==> config.mk <==
export PLATFORM = sky130hd
export DESIGN_NAME = chu_debounce_core
export DESIGN_NICKNAME = d
export VERILOG_FILES = /design/src/rtl/chu_debounce_core.sv
export SDC_FILE = /design/constraint.sdc
export NUM_CORES = 1
export LEC_CHECK = 0
export BUFFER_PORTS_ARGS = -buffer_cell sky130_fd_sc_hd__buf_4
export CAP_MARGIN = 25
export CORE_ASPECT_RATIO = 0.7
export CORE_UTILIZATION = 60
export CTS_CLUSTER_DIAMETER = 50
export DETAILED_ROUTE_END_ITERATION = 10
export PLACE_DENSITY = 0.85
export SYNTH_ARGS = -nofsm -noshare
export SYNTH_HDL_FRONTEND = slang
export SYNTH_SLANG_ARGS = --single-unit
==> constraint.sdc <==
create_clock -name clk -period 9.84 [get_ports clk]
set_input_delay 0.492 -clock clk [delete_from_list [all_inputs] [get_ports clk]]
set_output_delay 0.492 -clock clk [all_outputs]
set_load 0.01 [all_outputs]
==> src/rtl/chu_debounce_core.sv <==
// chu_debounce_core: MMIO slot core that synchronises and debounces W raw inputs and records
// sticky rise/fall events for firmware polling.
//
// Ports:
//   clk      system clock, all logic rising-edge
//   reset    asynchronous active-low reset
//   cs       slot select
//   read     read strobe (reads have no side effects; unused)
//   write    write strobe, qualified by cs
//   addr     register index: 0 level, 1 rise W1C, 2 fall W1C, 3 period
//   wr_data  write data
//   rd_data  combinational read data for addr
//   din      raw asynchronous inputs
module chu_debounce_core #(
  parameter int unsigned W          = 8,
  parameter int unsigned CNT_BITS   = 20,
  parameter int unsigned DB_DEFAULT = 500_000
) (
  input  logic          clk,
  input  logic          reset,
  input  logic          cs,
  input  logic          read,
  input  logic          write,
  input  logic [4:0]    addr,
  input  logic [31:0]   wr_data,
  output logic [31:0]   rd_data,
  input  logic [W-1:0]  din
);

  localparam logic [CNT_BITS-1:0] CntOne     = CNT_BITS'(1);
  localparam logic [CNT_BITS-1:0] PeriodRst  = CNT_BITS'(DB_DEFAULT);

  logic [W-1:0]        sync1_q, sync2_q;
  logic [W-1:0]        stable_q, stable_d;
  logic [W-1:0]        rise_q, rise_d;
  logic [W-1:0]        fall_q, fall_d;
  logic [CNT_BITS-1:0] period_q, period_d;
  logic [CNT_BITS-1:0] cnt_q [W];
  logic [CNT_BITS-1:0] cnt_d [W];

  logic                wr_en;
  logic                period_wr;
  logic [CNT_BITS-1:0] peff;
  logic [W-1:0]        rise_clr, fall_clr;

  // Reads are side-effect free, and upper write-data bits may not map to any register.
  logic unused_bits;
  assign unused_bits = ^{read, wr_data};

  always_comb begin
    wr_en     = cs & write;
    period_wr = wr_en && (addr == 5'd3);
    // A programmed period of 0 behaves as 1 so the terminal count is always reachable.
    peff      = (period_q == '0) ? CntOne : period_q;
    stable_d  = stable_q;
    for (int i = 0; i < int'(W); i++) begin
      cnt_d[i] = cnt_q[i];
      if (period_wr) begin
        // Restart every count under the new period; levels are left alone.
        cnt_d[i] = '0;
      end else if (sync2_q[i] == stable_q[i]) begin
        cnt_d[i] = '0;
      end else if (cnt_q[i] == peff - CntOne) begin
        stable_d[i] = sync2_q[i];
        cnt_d[i]    = '0;
      end else begin
        cnt_d[i] = cnt_q[i] + CntOne;
      end
    end

    rise_clr = (wr_en && (addr == 5'd1)) ? wr_data[W-1:0] : '0;
    fall_clr = (wr_en && (addr == 5'd2)) ? wr_data[W-1:0] : '0;
    // New events are ORed in after the clear so a coincident set wins.
    rise_d   = (rise_q & ~rise_clr) | (stable_d & ~stable_q);
    fall_d   = (fall_q & ~fall_clr) | (~stable_d & stable_q);
    period_d = period_wr ? wr_data[CNT_BITS-1:0] : period_q;
  end

  always_ff @(posedge clk or negedge reset) begin
    if (!reset) begin
      sync1_q  <= '0;
      sync2_q  <= '0;
      stable_q <= '0;
      rise_q   <= '0;
      fall_q   <= '0;
      period_q <= PeriodRst;
      for (int i = 0; i < int'(W); i++) begin
        cnt_q[i] <= '0;
      end
    end else begin
      sync1_q  <= din;
      sync2_q  <= sync1_q;
      stable_q <= stable_d;
      rise_q   <= rise_d;
      fall_q   <= fall_d;
      period_q <= period_d;
      for (int i = 0; i < int'(W); i++) begin
        cnt_q[i] <= cnt_d[i];
      end
    end
  end

  always_comb begin
    rd_data = '0;
    case (addr)
      5'd0:    rd_data[W-1:0]        = stable_q;
      5'd1:    rd_data[W-1:0]        = rise_q;
      5'd2:    rd_data[W-1:0]        = fall_q;
      5'd3:    rd_data[CNT_BITS-1:0] = period_q;
      default: rd_data = '0;
    endcase
  end

endmodule

==> flow_summary.toml, run 1 <==
[floorplanning]
die_h_microns = 130.1
design.core.area_sq_mm = 0.02279
initial_utilization = 0.6169
dieArea_sq_mm = 0.02406
die_w_microns = 185.0
num_rows = 46
pin_count = 82

[detailed_routing]
drc = 0
via_per_inst = 6.410
drt-met1-wl_microns = 18220
firstDrtPassIters = 6
top_layer = "met4"
wl_met2_microns = 18440
routed-wl-met3_microns = 5988
wirelength_microns = 44830
dr.first_iter.drc_count = 1518
routedWlPerCell_microns = 22.77
vias = 12620
ant_nets = 0

[yosys]
syn_inst = 1609
ys_types = 74
ys_top_cells_by_count = "dfrtp_1 (213), nor2_1 (213), nand2_1 (188)"
synthTopCellsByArea = "dfrtp_1 (38%), xnor2_1 (9.7%), xor2_1 (8.0%), nor2_1 (5.7%), nand2_1 (5.0%)"
synth_top_area_cell = "dfrtp_1"
seq_area_frac_synth = 0.3922
ys.flop_type = "dfrtp_1"
yosys_warnings = 0
synth_area_sq_mm = 0.01406
syn_avg_cell_area_sq_um = 8.739
synth_edf_count = 0
async_flop_share = 1.000
yosysTopAreaCellShare = 0.3791
synth_seq_cells = 220

[cts]
ctsResizeCount = 0
cts_buffers = 23
cts.sinks = 220
root_buffer = "clkbuf_16"
htreeDepth = 1
cts.clk_slew.worst_paths_ps = 70
tritoncts = "built"
clockBufferDepth = 3
insertion_delay_ps = 540

[run_status]
outcome = "complete, no violations"

[placed_design]
gp_congestion = 1.007
hpwl_microns = 31780
placed_area_sq_mm = 0.01478
portBuffers = 56
pre_cts_slack_ps = 3552
dpl.cell_count = 1923

[global_route]
grt_pass1_wl_microns = 68440
grt_overflow = 0
grt.total_usage = 0.3792
grt_max_degree = 83
grt_pass1_vias = 12000
antenna_found_initial = 0

[critical_path]
critical-path-top-delay-family = "simple AND/OR/NAND/NOR gates"
crit_required_ps = 10270
cp-start-kind = "flop"
crit_top_cell = "or4_1"
critPathKind = "flop to flop"
cp_num_buf_inv = 0
cp.arrival_ps = 6980
slowest_stage = "dfstp_2"
path_cells = "or4_1, nor4_1, a21oi_1, ha_1, or4b_1, nor4_4, nand2_4, a31o_1, or4_1, or4_1, or4_4, mux2_4"
critPathMaxStageDelay_ps = 1070
end_kind = "flop"
cp_max_fo = 29

[cells_and_area]
num-nets-final = 1700
diodes = 0
syn2layout_area_growth_pct = 11.12
post_route_cells_drive_above_1_share = 0.1038
fin_area_sq_mm = 0.01563
fin_cells = 1969

[timing]
rsz0062_at_grt = "no"
tightest_slew_ps = 1125
period_share = 0.6653
setup_viol_count_final = 0
finalHoldViolCount = 0
setup_tns_ps = 0
relSlewSlack = 0.2500
max_clock_freq_mhz = 152.8
fin_skew_ps = 14.32
post-route-min-period_ps = 6546
drv_slew = 0
postLayoutSetupSlackWorst_ps = 3294

[hold_path]
holdCritPathClass = "input port to flop"

[power_and_ir_drop]
cellLeakagePower_uw = 0.006690
p_per_area_mw_per_mm2 = 161.8
ir_worst_vdd_mv = 0.1297

[run]
cap_violations = 0
per-layer routing:
metal,track usage,up-vias
li1,-,5551
met1,0.5249,6052
met2,0.5473,835
met3,0.1153,183
met4,0.1731,0
met5,0,-
per-stage QoR:
stage	hold slack, ps	total power, uW	util
CTS	58.44	2504	0.6845
floorplan	196.4	1338	-
global placement	334.3	1544	0.6483
detailed placement	335.5	1554	0.6483
global route	55.13	2596	0.6856
finish	57.11	2529	0.6856
repair_timing:
action                    in CTS  in global routing
hold buffers                   1                  0
hold endpoints to repair      78                  0
setup buffers                  0                  0
power breakdown:
part / leakage [uW] / switching (uW) / internal, uW / total (uW)
Clock: 0.000381 / 383 / 573 / 956
Combinational: 0.00335 / 353 / 210 / 563
Sequential: 0.00296 / 73.8 / 936 / 1010
Total: 0.00669 / 810 / 1720 / 2530
cell families (layout without fill, tap and decap cells):
group,count (synthesis),count (layout),share of synthesized area
compound gates,188,188,0.09263
simple gates,742,742,0.2565
fa+ha+maj,9,9,0.008009
other cells,1,12,0.0002667
mux,14,14,0.01112
flops,220,220,0.3922
xor+xnor,297,297,0.1977
buf+inv,138,175,0.04164
cell type report:
| cell class | count | area (sq um) |
|---|---|---|
| multi-input cells | 1262 | 8034 |
| fillers | 1797 | 7167 |
| flip-flops and latches | 220 | 5514 |
| repair buffers | 97 | 733.2 |
| clock buffers | 29 | 608.1 |
| well taps | 312 | 390.4 |
| clock inverters | 12 | 206.4 |
| inverters | 37 | 138.9 |
worst paths after layout:
kind / slack [ps] / start / cells after the start / to
worst min-delay path: 60 / din[6] / 1 / sync1_q[6]
worst max register to register: 3290 / period_q[5] / 12 / stable_q[7]
worst min register to register: 350 / sync1_q[6] / 0 / sync2_q[6]
max in group asynchronous: 7960 / reset / 3 / cnt_q[100]
min in group asynchronous: 520 / reset / 2 / stable_q[2]
worst max-delay path: 3290 / period_q[5] / 12 / stable_q[7]
flip-flops by register name, summed over array words and instances, names as in the netlist:
register,flops
cnt_q,160
period_q,20
fall_q,8
rise_q,8
stable_q,8
sync1_q,8
sync2_q,8
placed cells by master (no fill, tap or decap), types with 12 or more instances in the layout:
master | netlist | routed
dfrtp_1 | 213 | 213
clkbuf_16 | 0 | 23
or3_1 | 13 | 13
nor3_1 | 45 | 45
nor2_1 | 213 | 213
nand4_1 | 38 | 38
inv_1 | 37 | 37
and3_1 | 42 | 42
conb_1 | 1 | 12
o21ai_0 | 52 | 51
nor4_1 | 18 | 17
or4_1 | 13 | 13
xor2_1 | 129 | 129
nand2_1 | 188 | 188
nand3_1 | 81 | 81
xnor2_1 | 155 | 153
buf_4 | 13 | 93
and2_1 | 19 | 19
nand2b_1 | 25 | 25
xnor3_1 | 13 | 13
a21oi_1 | 24 | 24
Power figures use the tool's default switching activity.
==> run 2: changes to the inputs <==
Settings changed: ABC_AREA set to 1.
Clock period 9.84 ns to 6.4 ns, I/O delays scaled along.
==> run 2 against run 1 <==
Net effect:
- sequential cell count did not move
- synthesized cell count rose by 16%
- via count rose by 2.5%
- design area fell by 1.9%
- largest cell class unchanged
==> flow_summary.toml, run 2 <==
[cells_and_area]
top_register = "cnt_q"
fin_area_sq_mm = 0.01533
diodes = 0
reg.largest.list = "cnt_q (160), period_q (20)"
fillers = 1801
post_route_cells_drive_above_1_share = 0.09727
layout_commonest_cell = "nand2_1"
num-nets-final = 1986
mostFrequentLayoutCells = "nand2_1 (396), nor2_1 (328), inv_1 (225), dfrtp_1 (213), xor2_1 (160)"
syn2layout_area_growth_pct = 9.921
post-route-util = 0.6744
largest_register_ffs = 160

[critical_path]
cp-start-kind = "flop"
cp.arrival_ps = 5320
crit_required_ps = 6800
end_kind = "flop"
path_cells = "buf_4, inv_1, nand2_1, nor2_1, nand3_4, nand2_4, inv_2, ha_1, nand2_1, nor2_1, nand3_1, nand2_1, inv_1, nand2_1, nand4_1, nor2_1, nand3_1, nor2_1, nand2_1, nand3_2, nor2_1"
critPathKind = "flop to flop"
critPathMaxStageDelay_ps = 630
cp_num_buf_inv = 4
critical-path-top-delay-family = "simple AND/OR/NAND/NOR gates"
slowest_stage = "nand2_1"
cp_max_fo = 20

[detailed_routing]
dr.first_iter.drc_count = 1361
via_per_inst = 5.738
firstDrtPassIters = 8
wirelength_microns = 40570
vias = 12940
ant_nets = 0
routedWlPerCell_microns = 17.99
drc = 0

[cts]
ctsResizeCount = 0
htreeDepth = 1
tritoncts = "built"
cts.sinks = 220
cts_buffers = 22
root_buffer = "clkbuf_16"
clockBufferDepth = 3
cts.clk_slew.worst_paths_ps = 60
insertion_delay_ps = 530

[yosys]
synth_top_area_cell = "dfrtp_1"
synth_edf_count = 0
yosysMostFrequentCell = "nand2_1"
synth_compound_area_frac = 0.03373
synthTopCellsByArea = "dfrtp_1 (38%), nand2_1 (11%), xor2_1 (10%), nor2_1 (8.9%), inv_1 (6.1%)"
yosys_warnings = 0
synth_top_family_by_area = "simple AND/OR/NAND/NOR gates"
synth.area.mux_share = 0
syn_avg_cell_area_sq_um = 7.467
ys_types = 43
async_flop_share = 1.000
syn_inst = 1868
synth_seq_cells = 220
synth-xor-area-share = 0.1286
ys.flop_type = "dfrtp_1"
seq_area_frac_synth = 0.3953
synth_fa_ha_area_frac = 0.008073
synth-simple-area-share = 0.3447
yosysTopAreaCellShare = 0.3821
ys_top_cells_by_count = "nand2_1 (396), nor2_1 (329), inv_1 (225)"
synth_area_sq_mm = 0.01395

[floorplanning]
die_h_microns = 129.6
num_rows = 46
die_w_microns = 184.2
initial_utilization = 0.6135
pin_count = 82
dieArea_sq_mm = 0.02387
design.core.area_sq_mm = 0.02273

[power_and_ir_drop]
ir_worst_vdd_mv = 0.2089
p_per_area_mw_per_mm2 = 231.0
cellLeakagePower_uw = 0.006781

[timing]
setup_tns_ps = 0
tightest_slew_ps = 1129
drv_slew = 0
max_clock_freq_mhz = 203.2
post-route-min-period_ps = 4921
fin_skew_ps = 24.21
setup_viol_count_final = 0
relSlewSlack = 0.2462
period_share = 0.7689
rsz0062_at_grt = "no"
finalHoldViolCount = 0

[hold_path]
holdCritPathClass = "input port to flop"

[placed_design]
gp_congestion = 0.9762
placed_area_sq_mm = 0.01448
hpwl_microns = 27710
portBuffers = 56

[global_route]
grt_overflow = 0
grt_pass1_vias = 12160
grt_max_degree = 140
grt.total_usage = 0.3442
antenna_found_initial = 1
grt_pass1_wl_microns = 62820

[run]
cap_violations = 0

[run_status]
outcome = "complete, no violations"
[run 2: kinds of logic after synthesis]
kind of cell    after synthesis
flops                       220
xor+xnor                    201
other cells                   1
buf+inv                     281
simple gates               1072
fa+ha+maj                     9
compound gates               84
[run 2: worst reg2reg max path, cell delays in order (launching register included)]
cell and delay, ps:
dfrtp_1 340, buf_4 250, inv_1 130, nand2_1 70
nor2_1 60, nand3_4 230, nand2_4 180, inv_2 340
ha_1 310, nand2_1 130, nor2_1 250, nand3_1 110
nand2_1 630, inv_1 420, nand2_1 220, nand4_1 110
nor2_1 200, nand3_1 90, nor2_1 140, nand2_1 80
nand3_2 410, nor2_1 100
[run 2: per-stage QoR]
| step | hold WS (ps) | setup WS, ps | total power [uW] | std cells |
|---|---|---|---|---|
| after global placement | 333.0 | 1903 | 2198 | 2204 |
| final | 20.20 | 1479 | 3541 | 2255 |
| after floorplan | 24.41 | 3362 | 1963 | 1879 |
| after detailed placement | 335.6 | 1734 | 2217 | 2204 |
| after global routing | 16.36 | 1267 | 3656 | 2255 |
| after CTS | 12.17 | 1754 | 3504 | 2253 |
[run 2: timing repair]
action | 4_1_cts | 5_1_grt
hold buffers | 9 | 0
buffers inserted | 0 | 0
hold endpoints to repair | 43 | 0
[run 2: power by group]
group	internal [uW]	leakage (uW)	switching, uW
combinational	204	0.00352	545
sequential	1440	0.00291	53.6
clock	737	0.000355	561
[run 2: path summary, 6_finish.rpt]
check | start | endpoint | slack, ps | cells past startpoint
hold reg to reg | sync1_q[6] | sync2_q[6] | 350 | 0
setup / recovery | period_q[19] | cnt_q[137] | 1480 | 21
min in group asynchronous | reset | cnt_q[69] | 530 | 2
setup reg to reg | period_q[19] | cnt_q[137] | 1480 | 21
max in group asynchronous | reset | cnt_q[128] | 4460 | 4
hold / removal | wr_data[10] | period_q[10] | 20 | 3
[run 2: layout make-up]
cell class              instances  area [sq um]  area share
flip-flops and latches        220          5514      0.3596
well taps                     312         390.4     0.02546
clock buffers                  33         641.9     0.04186
inverters                     232         872.1     0.05688
multi-input cells            1378          7233      0.4718
repair buffers                 73         605.6     0.03950
clock inverters                 7         75.07    0.004896
[run 2: routing by layer]
layer,share of wire,global-route usage
met3,0.12,0.1001
met2,0.41,0.5025
met4,0.049,0.1623
met5,0.00032,0
met1,0.42,0.4723
